$ cat config.mk
export PLATFORM = sky130hd
export DESIGN_NAME = ahbl_dual_master_arbiter_flat
export DESIGN_NICKNAME = d
export VERILOG_FILES = /design/src/rtl/ahbl_dual_master_arbiter_if.sv /design/src/rtl/ahbl_dual_master_arbiter.sv /design/src/flat_wrapper.sv
export SDC_FILE = /design/constraint.sdc
export NUM_CORES = 1
export LEC_CHECK = 0
export ABC_AREA = 1
export BUFFER_PORTS_ARGS = -buffer_cell sky130_fd_sc_hd__clkbuf_2
export CAP_MARGIN = 20
export CELL_PAD_IN_SITES_DETAIL_PLACEMENT = 0
export CELL_PAD_IN_SITES_GLOBAL_PLACEMENT = 1
export CORE_ASPECT_RATIO = 0.6
export CORE_UTILIZATION = 29
export CTS_CLUSTER_SIZE = 8
export DETAILED_ROUTE_END_ITERATION = 6
export GPL_ROUTABILITY_DRIVEN = 0
export PLACE_DENSITY = 0.82
export SYNTH_ARGS = -nofsm -noshare
export SYNTH_HDL_FRONTEND = slang
export SYNTH_SLANG_ARGS = --single-unit
$ cat constraint.sdc
create_clock -name clock -period 2.55 [get_ports clock]
set_clock_uncertainty 0.05 [all_clocks]
set_input_delay 0.1275 -clock clock [delete_from_list [all_inputs] [get_ports clock]]
set_output_delay 0.1275 -clock clock [all_outputs]
set_load 0.02 [all_outputs]
$ cat src/rtl/ahbl_dual_master_arbiter_if.sv
// AHB-Lite bus bundle shared by the two upstream ports and the downstream port.
interface ahbl_dual_master_arbiter_if #(
    parameter int W_ADDR = 32,
    parameter int W_DATA = 32
);
    logic [W_ADDR-1:0] haddr;
    logic              hwrite;
    logic [1:0]        htrans;
    logic [2:0]        hsize;
    logic [2:0]        hburst;
    logic [3:0]        hprot;
    logic              hmastlock;
    logic [W_DATA-1:0] hwdata;
    logic              hready;
    logic              hresp;
    logic [W_DATA-1:0] hrdata;

    modport master (
        output haddr, hwrite, htrans, hsize, hburst, hprot, hmastlock, hwdata,
        input  hready, hresp, hrdata
    );

    modport slave (
        input  haddr, hwrite, htrans, hsize, hburst, hprot, hmastlock, hwdata,
        output hready, hresp, hrdata
    );
endinterface

$ cat src/rtl/ahbl_dual_master_arbiter.sv
// Two-to-one AHB-Lite arbiter merging Hazard3 I/D ports onto one master port.
// Define AHBL_ARB_ROUND_ROBIN_EN for alternating grants; default is D over I.
module ahbl_dual_master_arbiter #(
    parameter int W_ADDR = 32,
    parameter int W_DATA = 32
) (
    input  logic                     clock,
    input  logic                     reset,
    ahbl_dual_master_arbiter_if.slave  i,
    ahbl_dual_master_arbiter_if.slave  d,
    ahbl_dual_master_arbiter_if.master m
);

    typedef struct packed {
        logic [W_ADDR-1:0] addr;
        logic              write;
        logic [1:0]        trans;
        logic [2:0]        size;
        logic [2:0]        burst;
        logic [3:0]        prot;
        logic              lock;
    } aph_t;

    typedef enum logic [1:0] {OWN_NONE, OWN_I, OWN_D} own_t;

    own_t own_q, own_nxt;
    aph_t live_i, live_d, buf_i, buf_d, sel_i, sel_d, aph;
    logic buf_vld_i, buf_vld_d, dph_i, dph_d, d_lock_q;
    logic hready_i, hready_d, acc_i, acc_d, req_i, req_d;
    logic can_gnt, lock_hold, prio_d, gnt_i, gnt_d;
    logic [W_DATA-1:0] wdata;

    assign live_i = {i.haddr, i.hwrite, i.htrans, i.hsize,
                     i.hburst, i.hprot, i.hmastlock};
    assign live_d = {d.haddr, d.hwrite, d.htrans, d.hsize,
                     d.hburst, d.hprot, d.hmastlock};

    assign hready_i = !dph_i || (own_q == OWN_I && m.hready);
    assign hready_d = !dph_d || (own_q == OWN_D && m.hready);
    assign acc_i = i.htrans[1] && hready_i;
    assign acc_d = d.htrans[1] && hready_d;
    assign req_i = buf_vld_i || acc_i;
    assign req_d = buf_vld_d || acc_d;
    assign sel_i = buf_vld_i ? buf_i : live_i;
    assign sel_d = buf_vld_d ? buf_d : live_d;

    // A locked D sequence keeps the bus until D issues an unlocked phase
    assign lock_hold = (own_q == OWN_D) && d_lock_q;
    assign can_gnt = m.hready && !reset;

`ifdef AHBL_ARB_ROUND_ROBIN_EN
    logic rr_last;
    assign prio_d = !rr_last;

    always_ff @(posedge clock or posedge reset) begin
        if (reset) begin
            rr_last <= 1'b0;
        end else if (gnt_d) begin
            rr_last <= 1'b1;
        end else if (gnt_i) begin
            rr_last <= 1'b0;
        end
    end
`else
    assign prio_d = 1'b1;
`endif

    assign gnt_d = can_gnt && req_d && (lock_hold || !req_i || prio_d);
    assign gnt_i = can_gnt && req_i && !lock_hold && !gnt_d;

    always_ff @(posedge clock or posedge reset) begin
        if (reset) begin
            own_q <= OWN_NONE;
        end else begin
            own_q <= own_nxt;
        end
    end

    always_comb begin
        own_nxt = own_q;
        if (m.hready) begin
            own_nxt = gnt_d ? OWN_D : (gnt_i ? OWN_I : OWN_NONE);
        end
    end

    always_comb begin
        aph = gnt_i ? sel_i : sel_d;
        m.haddr     = aph.addr;
        m.hwrite    = aph.write;
        m.htrans    = (gnt_i || gnt_d) ? aph.trans : 2'b00;
        m.hsize     = aph.size;
        m.hburst    = aph.burst;
        m.hprot     = aph.prot;
        m.hmastlock = aph.lock;
        wdata       = (own_q == OWN_D) ? d.hwdata : i.hwdata;
        m.hwdata    = wdata;
        i.hready    = hready_i;
        d.hready    = hready_d;
        i.hresp     = (own_q == OWN_I) && m.hresp;
        d.hresp     = (own_q == OWN_D) && m.hresp;
        i.hrdata    = m.hrdata;
        d.hrdata    = m.hrdata;
    end

    // A losing accepted phase parks in the buffer; hready stays low meanwhile
    always_ff @(posedge clock or posedge reset) begin
        if (reset) begin
            buf_vld_i <= 1'b0;
            buf_vld_d <= 1'b0;
            buf_i     <= '0;
            buf_d     <= '0;
            dph_i     <= 1'b0;
            dph_d     <= 1'b0;
            d_lock_q  <= 1'b0;
        end else begin
            if (gnt_i) begin
                buf_vld_i <= 1'b0;
            end else if (acc_i) begin
                buf_vld_i <= 1'b1;
                buf_i     <= live_i;
            end
            if (gnt_d) begin
                buf_vld_d <= 1'b0;
            end else if (acc_d) begin
                buf_vld_d <= 1'b1;
                buf_d     <= live_d;
            end
            if (hready_i) begin
                dph_i <= i.htrans[1];
            end
            if (hready_d) begin
                dph_d <= d.htrans[1];
            end
            if (gnt_d) begin
                d_lock_q <= sel_d.lock;
            end
        end
    end

endmodule

$ cat src/flat_wrapper.sv
// flat-port wrapper written by rule: the top's interface ports become plain ports
module ahbl_dual_master_arbiter_flat 
#(
    parameter int W_ADDR = 32,
    parameter int W_DATA = 32
)
  (clock, reset, i_haddr, i_hwrite, i_htrans, i_hsize, i_hburst, i_hprot, i_hmastlock, i_hwdata, i_hready, i_hresp, i_hrdata, d_haddr, d_hwrite, d_htrans, d_hsize, d_hburst, d_hprot, d_hmastlock, d_hwdata, d_hready, d_hresp, d_hrdata, m_haddr, m_hwrite, m_htrans, m_hsize, m_hburst, m_hprot, m_hmastlock, m_hwdata, m_hready, m_hresp, m_hrdata);
  ahbl_dual_master_arbiter_if #(.W_ADDR(W_ADDR), .W_DATA(W_DATA)) i_i ();
  ahbl_dual_master_arbiter_if #(.W_ADDR(W_ADDR), .W_DATA(W_DATA)) d_i ();
  ahbl_dual_master_arbiter_if #(.W_ADDR(W_ADDR), .W_DATA(W_DATA)) m_i ();
  input  logic clock;
  input  logic reset;
  input wire logic [$bits(i_i.haddr)-1:0] i_haddr;
  input wire logic [$bits(i_i.hwrite)-1:0] i_hwrite;
  input wire logic [$bits(i_i.htrans)-1:0] i_htrans;
  input wire logic [$bits(i_i.hsize)-1:0] i_hsize;
  input wire logic [$bits(i_i.hburst)-1:0] i_hburst;
  input wire logic [$bits(i_i.hprot)-1:0] i_hprot;
  input wire logic [$bits(i_i.hmastlock)-1:0] i_hmastlock;
  input wire logic [$bits(i_i.hwdata)-1:0] i_hwdata;
  output wire logic [$bits(i_i.hready)-1:0] i_hready;
  output wire logic [$bits(i_i.hresp)-1:0] i_hresp;
  output wire logic [$bits(i_i.hrdata)-1:0] i_hrdata;
  input wire logic [$bits(d_i.haddr)-1:0] d_haddr;
  input wire logic [$bits(d_i.hwrite)-1:0] d_hwrite;
  input wire logic [$bits(d_i.htrans)-1:0] d_htrans;
  input wire logic [$bits(d_i.hsize)-1:0] d_hsize;
  input wire logic [$bits(d_i.hburst)-1:0] d_hburst;
  input wire logic [$bits(d_i.hprot)-1:0] d_hprot;
  input wire logic [$bits(d_i.hmastlock)-1:0] d_hmastlock;
  input wire logic [$bits(d_i.hwdata)-1:0] d_hwdata;
  output wire logic [$bits(d_i.hready)-1:0] d_hready;
  output wire logic [$bits(d_i.hresp)-1:0] d_hresp;
  output wire logic [$bits(d_i.hrdata)-1:0] d_hrdata;
  output wire logic [$bits(m_i.haddr)-1:0] m_haddr;
  output wire logic [$bits(m_i.hwrite)-1:0] m_hwrite;
  output wire logic [$bits(m_i.htrans)-1:0] m_htrans;
  output wire logic [$bits(m_i.hsize)-1:0] m_hsize;
  output wire logic [$bits(m_i.hburst)-1:0] m_hburst;
  output wire logic [$bits(m_i.hprot)-1:0] m_hprot;
  output wire logic [$bits(m_i.hmastlock)-1:0] m_hmastlock;
  output wire logic [$bits(m_i.hwdata)-1:0] m_hwdata;
  input wire logic [$bits(m_i.hready)-1:0] m_hready;
  input wire logic [$bits(m_i.hresp)-1:0] m_hresp;
  input wire logic [$bits(m_i.hrdata)-1:0] m_hrdata;
  assign i_i.haddr = i_haddr;
  assign i_i.hwrite = i_hwrite;
  assign i_i.htrans = i_htrans;
  assign i_i.hsize = i_hsize;
  assign i_i.hburst = i_hburst;
  assign i_i.hprot = i_hprot;
  assign i_i.hmastlock = i_hmastlock;
  assign i_i.hwdata = i_hwdata;
  assign i_hready = i_i.hready;
  assign i_hresp = i_i.hresp;
  assign i_hrdata = i_i.hrdata;
  assign d_i.haddr = d_haddr;
  assign d_i.hwrite = d_hwrite;
  assign d_i.htrans = d_htrans;
  assign d_i.hsize = d_hsize;
  assign d_i.hburst = d_hburst;
  assign d_i.hprot = d_hprot;
  assign d_i.hmastlock = d_hmastlock;
  assign d_i.hwdata = d_hwdata;
  assign d_hready = d_i.hready;
  assign d_hresp = d_i.hresp;
  assign d_hrdata = d_i.hrdata;
  assign m_haddr = m_i.haddr;
  assign m_hwrite = m_i.hwrite;
  assign m_htrans = m_i.htrans;
  assign m_hsize = m_i.hsize;
  assign m_hburst = m_i.hburst;
  assign m_hprot = m_i.hprot;
  assign m_hmastlock = m_i.hmastlock;
  assign m_hwdata = m_i.hwdata;
  assign m_i.hready = m_hready;
  assign m_i.hresp = m_hresp;
  assign m_i.hrdata = m_hrdata;
  ahbl_dual_master_arbiter #(.W_ADDR(W_ADDR), .W_DATA(W_DATA)) u_core (.clock(clock), .reset(reset), .i(i_i), .d(d_i), .m(m_i));
endmodule
# == After elaboration in Yosys (flattened, before gate mapping) ==
# Index checks and enable logic that the tools add are counted.
# totals
output_inout_bits,146
reg_bits,99
word_cells,61
in_bits,192
# classes
n_mux,11
n_eq_ne,2
bitwise,2
n_reduce_logical,26
# op_table
operator,count
$mux 46,3
$mux 32,1
$logic_and 1x1->1,12
$logic_not 1->1,5
$logic_or 1x1->1,5
$mux 1,5
$mux 2,2
$reduce_and 2->1,2
$reduce_bool 2->1,2
$eq 2x1->1 const B,1
$eq 2x2->1 const B,1
$not 1->1,2

# == Longest topological paths before layout ==
# Gate-level depths: netlist of run 1.
# logic_depth
ltp_word,10
depth_mapped,11
depth_no_buf,9

# == Least setup slack after synthesis of run 1 ==
# No wires, ideal clock.
# synth_timing
path_type,reg2out
startpoint,reg u_core.own_q[1]
endpoint,out m_hburst[0]
stages_incl_launch_ff,10
n_path_buf,2
t_arrival_ps,1690
t_required_ps,2372
setup_slack_ps,682
cell_sequence,dfrtp_1 > inv_2 > nand3_1 > nand2_2 > nand2_2 > nand2_2 > nand3_2 > buf_6 > buf_4 > o21ai_0
# synth_between
elab_chain_cells,9
word_cells_on_any_way,18
cone_classes,2 x eq/ne; 1 x mux; 15 x reduce/logical
# synth_lines
item,line_no,source
"start, declared",ahbl_dual_master_arbiter.sv:26,"own_t own_q, own_nxt;"
"start signal, assigned",ahbl_dual_master_arbiter.sv:75,own_q <= own_nxt;
$eq 2x1->1,ahbl_dual_master_arbiter.sv:38,assign hready_i = !dph_i || (own_q == OWN_I && m.hready);
$logic_and 1x1->1,ahbl_dual_master_arbiter.sv:38,
$logic_or 1x1->1,ahbl_dual_master_arbiter.sv:38,
via i_hready,flat_wrapper.sv:21,output wire logic [$bits(i_i.hready)-1:0] i_hready;
$logic_and 1x1->1,ahbl_dual_master_arbiter.sv:40,assign acc_i = i.htrans[1] && hready_i;
$logic_or 1x1->1,ahbl_dual_master_arbiter.sv:42,assign req_i = buf_vld_i || acc_i;
$logic_and 1x1->1 (3 in a row),ahbl_dual_master_arbiter.sv:69,assign gnt_i = can_gnt && req_i && !lock_hold && !gnt_d;
$mux 46,ahbl_dual_master_arbiter.sv:87,aph = gnt_i ? sel_i : sel_d;
"end, declared",flat_wrapper.sv:39,output wire logic [$bits(m_i.hburst)-1:0] m_hburst;
# The timed path passes the listed nets, and every way through them passes these cells.

# == Final worst setup path of run 1 ==
# layout_timing
startpoint,in m_hready
endpoint,out m_haddr[19]
# layout_between
elab_chain_cells,8
word_cells_on_any_way,15
cone_classes,1 x mux; 14 x reduce/logical
# layout_lines
item,line_no,source
"start, declared",flat_wrapper.sv:43,input wire logic [$bits(m_i.hready)-1:0] m_hready;
"$logic_and 1x1->1, on equally long branches","ahbl_dual_master_arbiter.sv:38, ahbl_dual_master_arbiter.sv:39",
"$logic_or 1x1->1, on equally long branches","ahbl_dual_master_arbiter.sv:38, ahbl_dual_master_arbiter.sv:39",
"$logic_and 1x1->1, on equally long branches","ahbl_dual_master_arbiter.sv:40, ahbl_dual_master_arbiter.sv:41",
"$logic_or 1x1->1, on equally long branches","ahbl_dual_master_arbiter.sv:42, ahbl_dual_master_arbiter.sv:43",
"$logic_and 1x1->1, on equally long branches","ahbl_dual_master_arbiter.sv:69, ahbl_dual_master_arbiter.sv:68",
$logic_and 1x1->1 / $logic_not 1->1 (equally long branches),ahbl_dual_master_arbiter.sv:69,
$logic_and 1x1->1 (*),ahbl_dual_master_arbiter.sv:69,
$mux 46 (*),ahbl_dual_master_arbiter.sv:87,
"end, declared",flat_wrapper.sv:35,output wire logic [$bits(m_i.haddr)-1:0] m_haddr;
# Every way passes the cells marked *; elsewhere a longest branch is shown, timed or not.

==> results of run 1 <==
[registers in the layout, indices dropped and copies added, names as in the netlist]
signal            count
u_core.buf_i         46
u_core.buf_d         46
u_core.dph_d          1
u_core.buf_vld_i      1
u_core.dph_i          1
u_core.own_q          2
u_core.d_lock_q       1
u_core.buf_vld_d      1
[how the worst max path moves through the flow]
stage	startpoint	to	slack [ns]
after global placement	u_core.own_q[1]	m_haddr[7]	0.45
after detailed placement	u_core.own_q[1]	m_haddr[7]	0.41
after CTS	m_hready	m_haddr[7]	0.005
after global routing	m_hready	m_haddr[19]	0.15
after floorplan	u_core.own_q[1]	m_hburst[0]	0.68
final	m_hready	m_haddr[19]	0.26
[tightest hold or removal path: stages]
cell and delay, ns:
clkbuf_2 0.11, inv_1 0.09, o21ai_2 0.06
[cell type report]
cell class	count	area share
multi-input combinational	519	0.3369
sequential	99	0.2909
timing repair buffer	347	0.2711
tap	279	0.04090
clock buffer	12	0.03005
inverter	61	0.02727
clock inverter	4	0.002932
[per-stage QoR]
| stage | hold WS (ns) | setup slack, ns | total power, uW |
|---|---|---|---|
| after floorplan | 0.1739 | 0.6824 | 4770 |
| after global placement | 0.1064 | 0.4498 | 5393 |
| after detailed placement | 0.1048 | 0.4066 | 5469 |
| after CTS | 0.01807 | 0.005222 | 6940 |
| after global routing | 0.03950 | 0.1522 | 7425 |
| final | 0.02349 | 0.2606 | 6861 |
[routing by layer]
metal | wire [um] | vias to the layer above | GRT usage
met2 | 8365 | 215 | 0.2662
met4 | 243 | 0 | 0.04497
met1 | 8914 | 2702 | 0.2235
met3 | 1225 | 19 | 0.05244
met5 | 0 | - | 0
li1 | - | 2992 | -
[cells by family (layout without fill, tap and decap cells)]
family | Yosys count | count (layout) | synth area share
muxes | 77 | 77 | 0.1265
DFF | 99 | 99 | 0.3866
and+or+nand+nor | 298 | 298 | 0.1902
buffers and inverters | 176 | 424 | 0.1663
AOI/OAI and AO/OA | 144 | 144 | 0.1304
[power by group through the flow]
stage / clock network, uW / logic, uW / registers [uW]
3_3_place_gp: 0 / 2790 / 2600
4_1_cts: 1380 / 2960 / 2600
3_5_place_dp: 0 / 2850 / 2620
6_report: 1320 / 2930 / 2610
5_1_grt: 1450 / 3280 / 2690
2_1_floorplan: 0 / 2240 / 2530
[what timing repair did]
action / in CTS / in global routing
setup endpoints to repair: 0 / 6
gates resized for setup: 0 / 2
hold endpoints to repair: 106 / 0
hold buffers: 93 / 0
buffers inserted: 0 / 1
[synth_stat cells, drive strengths merged]
cell and count:
nand2 241, o21ai 138, buf 103, dfrtp 99, inv 61, nand3 48, mux2i 45, mux2 32
clkbuf 12, nor2 7, a21oi 5, a21boi 1, nor3 1, or2 1
==> run metrics, run 1 <==
Largest stage delay, worst path=around 0.54 ns; die area=roughly 23000 sq um; critical path buffer and inverter count=4; Critical Path Stages=9; worst skew pair latency=about 0.36 ns; crit-path most repeated cell=clkbuf_2; Layout Nets=1229; Max H-tree Level=3; share of post-route cells with drive strength above 1=0.3340; Starting Density=0.3003; Pre-antenna DRT Iters=5; most frequent cells in the layout=clkbuf_2, nand2_1, dfrtp_1; WL/cell=roughly 14 um; Comb power frac=0.428; Final period util=0.8978; library cells used by synthesis=26; clock network fraction of total power=0.193; CP delay by family, top=buffers and inverters; Syn-to-layout area delta=33.17%; total grt overflow=0; Port Buffers=between 200 and 250; P_leak=approximately 0.0044 uW; Chip Width=between 150 and 200 um; Synth top area share=0.3866; worst-margin pin slew=between 0.6 and 0.7 ns; Layout Cells excl Fill=between 1000 and 1500; CP required=about 2.4 ns; post-layout instance area=~8500 sq um; commonest non-fill, non-tap cell in the layout=clkbuf_2; final setup violating endpoints=0; pwr/cell area=around 800 nW/um^2; Worst VDD drop=a little over 0.4 mV; max_cap viols=0; Hold WC Path Type=input port to register; vias per std cell=~4.5; CP max stage cell=dlygate4sd3_1; Root Driver=clkbuf_16; Crit. End Element=output pin; crit path kind=input port to output pin; Cell Area, Synth=6409 sq um; Pint=4173 uW; Num Clock Sinks=99; Synth area leaders=dfrtp_1, nand2_1, buf_4, mux2i_1, mux2_2; Die H=roughly 120 um; CP Launch Type=input port; RR Startpoint=u_core.own_q[1]; Initial DRC Count=291; Detailed Route WL=18750 um; clk buf depth=2; hpwl dp=12780 um; Register-to-Register Path Depth=8; Seq cells post-synth=99; initial antenna violation count=0; largest net degree at the start of global routing=94; Syn. warnings=0; Switching Share=0.3918; Total GRT Usage=0.1680; TNS Setup=0 ns; Multi-input gate area=between 2000 and 3000 sq um; number of CTS-inserted buffers=9; crit path time final=about 2.3 ns; post-layout util=0.3999; I/O pin count=338; Inserted Diodes=0; drt drc=0; Placed Instances=between 1000 and 1500; clock slew seen by the registers of the worst setup and hold paths=about 0.070 ns; hold depth=3; first-pass GRT wire length=between 20000 and 30000 um; Final Hold Vio Count=0; Avg Cell Area, Syn=between 8 and 9 sq um; vias in the first global route=around 5600; Rows=between 40 and 50; crit-path cells=dlygate4sd3_1 > clkbuf_2 > nand3_1 > nand2_2 > a21oi_2 > nand3_4 > buf_12 > o21ai_0 > clkbuf_2; routed vias=about 5900; CTS tree=built; Reg2Reg Capture Point=u_core.buf_i[15]; Core ar.=approximately 21000 sq um; maximum clock frequency=roughly 440 MHz; Synth Net Count=986; Mapped Cells=about 790; Max-slew headroom=0.5657; RSZ-0062 raised after global routing=false; Register Area=2482 sq um; CP arrival=between 2 and 2.5 ns; CP Max Fanout=50; P_sw=2688 uW; status=finished clean; post-synth top area cell=dfrtp_1; post-place instance area=~7300 sq um; sequential share of the synthesized area=0.3866; Final ANT Viol Nets=0; Layout fillers=2189; hold_sp=d_haddr[0]; sequential power share=0.380; Final Slew Violations=0; reg2reg setup slack=between 0.5 and 0.6 ns; Hold Crit Endpoint=u_core.buf_d[14]
No activity file was read; power rests on OpenSTA's default activity.
==> run 2, diff against run 1 <==
--- a/config.mk
+++ b/config.mk
@@ -10,12 +10,12 @@
 export CAP_MARGIN = 20
 export CELL_PAD_IN_SITES_DETAIL_PLACEMENT = 0
 export CELL_PAD_IN_SITES_GLOBAL_PLACEMENT = 1
-export CORE_ASPECT_RATIO = 0.6
 export CORE_UTILIZATION = 29
 export CTS_CLUSTER_SIZE = 8
 export DETAILED_ROUTE_END_ITERATION = 6
 export GPL_ROUTABILITY_DRIVEN = 0
 export PLACE_DENSITY = 0.82
+export RECOVER_POWER = 50
 export SYNTH_ARGS = -nofsm -noshare
 export SYNTH_HDL_FRONTEND = slang
 export SYNTH_SLANG_ARGS = --single-unit
==> run metrics, run 2 (same netlist as run 1, synthesis figures left out) <==
status=finished with violations; failing checks=max-capacitance violations, max-slew violations; Detailed Route WL=approximately 18000 um; Hold WC Path Type=input port to register; commonest non-fill, non-tap cell in the layout=clkbuf_2; Num Clock Sinks=about 100; RR Startpoint=u_core.own_q[0]; CP Max Fanout=35; post-layout instance area=~8600 sq um; Pre-antenna DRT Iters=5; Die H=between 150 and 200 um; share of post-route cells with drive strength above 1=0.3311; clock slew seen by the registers of the worst setup and hold paths=0.07 ns; Initial DRC Count=between 200 and 300; Max-slew headroom=-0.06529; maximum clock frequency=between 400 and 500 MHz; Layout Nets=1236; WL/cell=approximately 14 um; P_sw=between 2000 and 3000 uW; Top Registers=u_core.buf_d: 46 flops, u_core.buf_i: 46 flops, u_core.own_q: 2 flops; sequential power share=0.375; I/O pin count=338; pwr/cell area=approximately 800 nW/um^2; most frequent cells in the layout=clkbuf_2, nand2_1, dfrtp_1; total grt overflow=0; vias in the first global route=5588; routed vias=around 6000; hpwl dp=roughly 12000 um; initial antenna violation count=0; Final ANT Viol Nets=0; Starting Density=0.2946; Inserted Diodes=0; Syn-to-layout area delta=34.11%; Core ar.=approximately 22000 sq um; clk buf depth=2; Port Buffers=~240; largest net degree at the start of global routing=between 90 and 100; die area=22700 sq um; hold depth=4; worst-margin pin slew=1.598 ns; Crit. End Element=output pin; Pint=~4300 uW; Worst VDD drop=between 0.3 and 0.4 mV; crit path kind=register to output pin; max_cap viols=1; reg2reg setup slack=roughly 0.60 ns; Comb power frac=0.424; CP arrival=about 2.1 ns; Final Slew Violations=between 60 and 70; final setup violating endpoints=0; Root Driver=clkbuf_16; CTS tree=built; Hold Crit Endpoint=u_core.buf_vld_d; hold_sp=m_hready; CP Launch Type=register; crit path time final=2.296 ns; first-pass GRT wire length=28300 um; Register-to-Register Path Depth=8; drt drc=0; Final period util=0.9002; number of CTS-inserted buffers=9; TNS Setup=0 ns; RSZ-0062 raised after global routing=false; CP required=2.37 ns; Reg2Reg Capture Point=u_core.buf_d[43]; Final Hold Vio Count=0; Rows=54; Total GRT Usage=0.1593; Chip Width=around 150 um; clock network fraction of total power=0.201; post-place instance area=roughly 7300 sq um; Max H-tree Level=3; P_leak=around 0.0045 uW; worst skew pair latency=about 0.34 ns; Switching Share=0.3854; vias per std cell=about 4.5
[run 2: worst max-delay path by stage]
stage / from / to / slack [ns]
CTS: u_core.own_q[1] / m_hburst[1] / 0.03
finish: u_core.own_q[0] / m_hburst[1] / 0.25
floorplan: u_core.own_q[1] / m_hburst[0] / 0.68
global placement: u_core.own_q[1] / m_haddr[3] / 0.44
global route: u_core.own_q[0] / m_hprot[3] / 0.05
detailed placement: u_core.own_q[1] / u_core.buf_i[15] / 0.42
[run 2: metal layers]
layer | global-route usage | up-vias | routed length (um)
met3 | 0.03242 | 17 | 907
met1 | 0.2174 | 2776 | 8696
met5 | 0 | - | 0
li1 | - | 3008 | -
met4 | 0.04250 | 0 | 194
met2 | 0.2548 | 133 | 8534
[run 2: layout make-up]
type	instances	area, sq um
well taps	280	350.3
clock inverters	4	51.30
repair buffers	353	2347
flip-flops and latches	99	2480
fillers	2230	13160
multi-input cells	520	2890
clock buffers	11	242.7
inverters	61	232.7
[run 2: timing repair]
action / 4_1_cts / 5_1_grt
hold endpoints to repair: 193 / 0
endpoints found under the setup margin: 0 / 36
setup buffers: 0 / 2
hold buffers: 94 / 0
gates resized for setup: 0 / 1
[run 2: worst max-delay path: stages, from the launching register on]
cell	delay, ns
dfrtp_1	0.37
inv_1	0.09
nand3_1	0.07
nand2_1	0.13
a21oi_4	0.27
nand3_4	0.10
buf_12	0.16
buf_12	0.17
o21ai_0	0.19
clkbuf_2	0.20
[run 2: stage by stage]
| stage | utilization | setup WS [ns] | std cells | hold slack [ns] | total power, uW |
|---|---|---|---|---|---|
| floorplan | - | 0.6824 | 794 | 0.1739 | 4770 |
| global placement | 0.3374 | 0.4398 | 1216 | 0.2052 | 5367 |
| detailed placement | 0.3374 | 0.4199 | 1216 | 0.2052 | 5443 |
| CTS | 0.3941 | 0.03460 | 1325 | 0.07054 | 6990 |
| global route | 0.3950 | 0.05261 | 1328 | 0.1228 | 7487 |
| finish | 0.3950 | 0.2545 | 1328 | 0.09420 | 6924 |
[run 2: power groups by stage]
| stage | sequential, uW | combinational [uW] | clock (uW) |
|---|---|---|---|
| global placement | 2600 | 2770 | 0 |
| detailed placement | 2620 | 2820 | 0 |
| CTS | 2590 | 2940 | 1450 |
| floorplan | 2530 | 2240 | 0 |
| finish | 2600 | 2930 | 1390 |
| global route | 2680 | 3300 | 1510 |
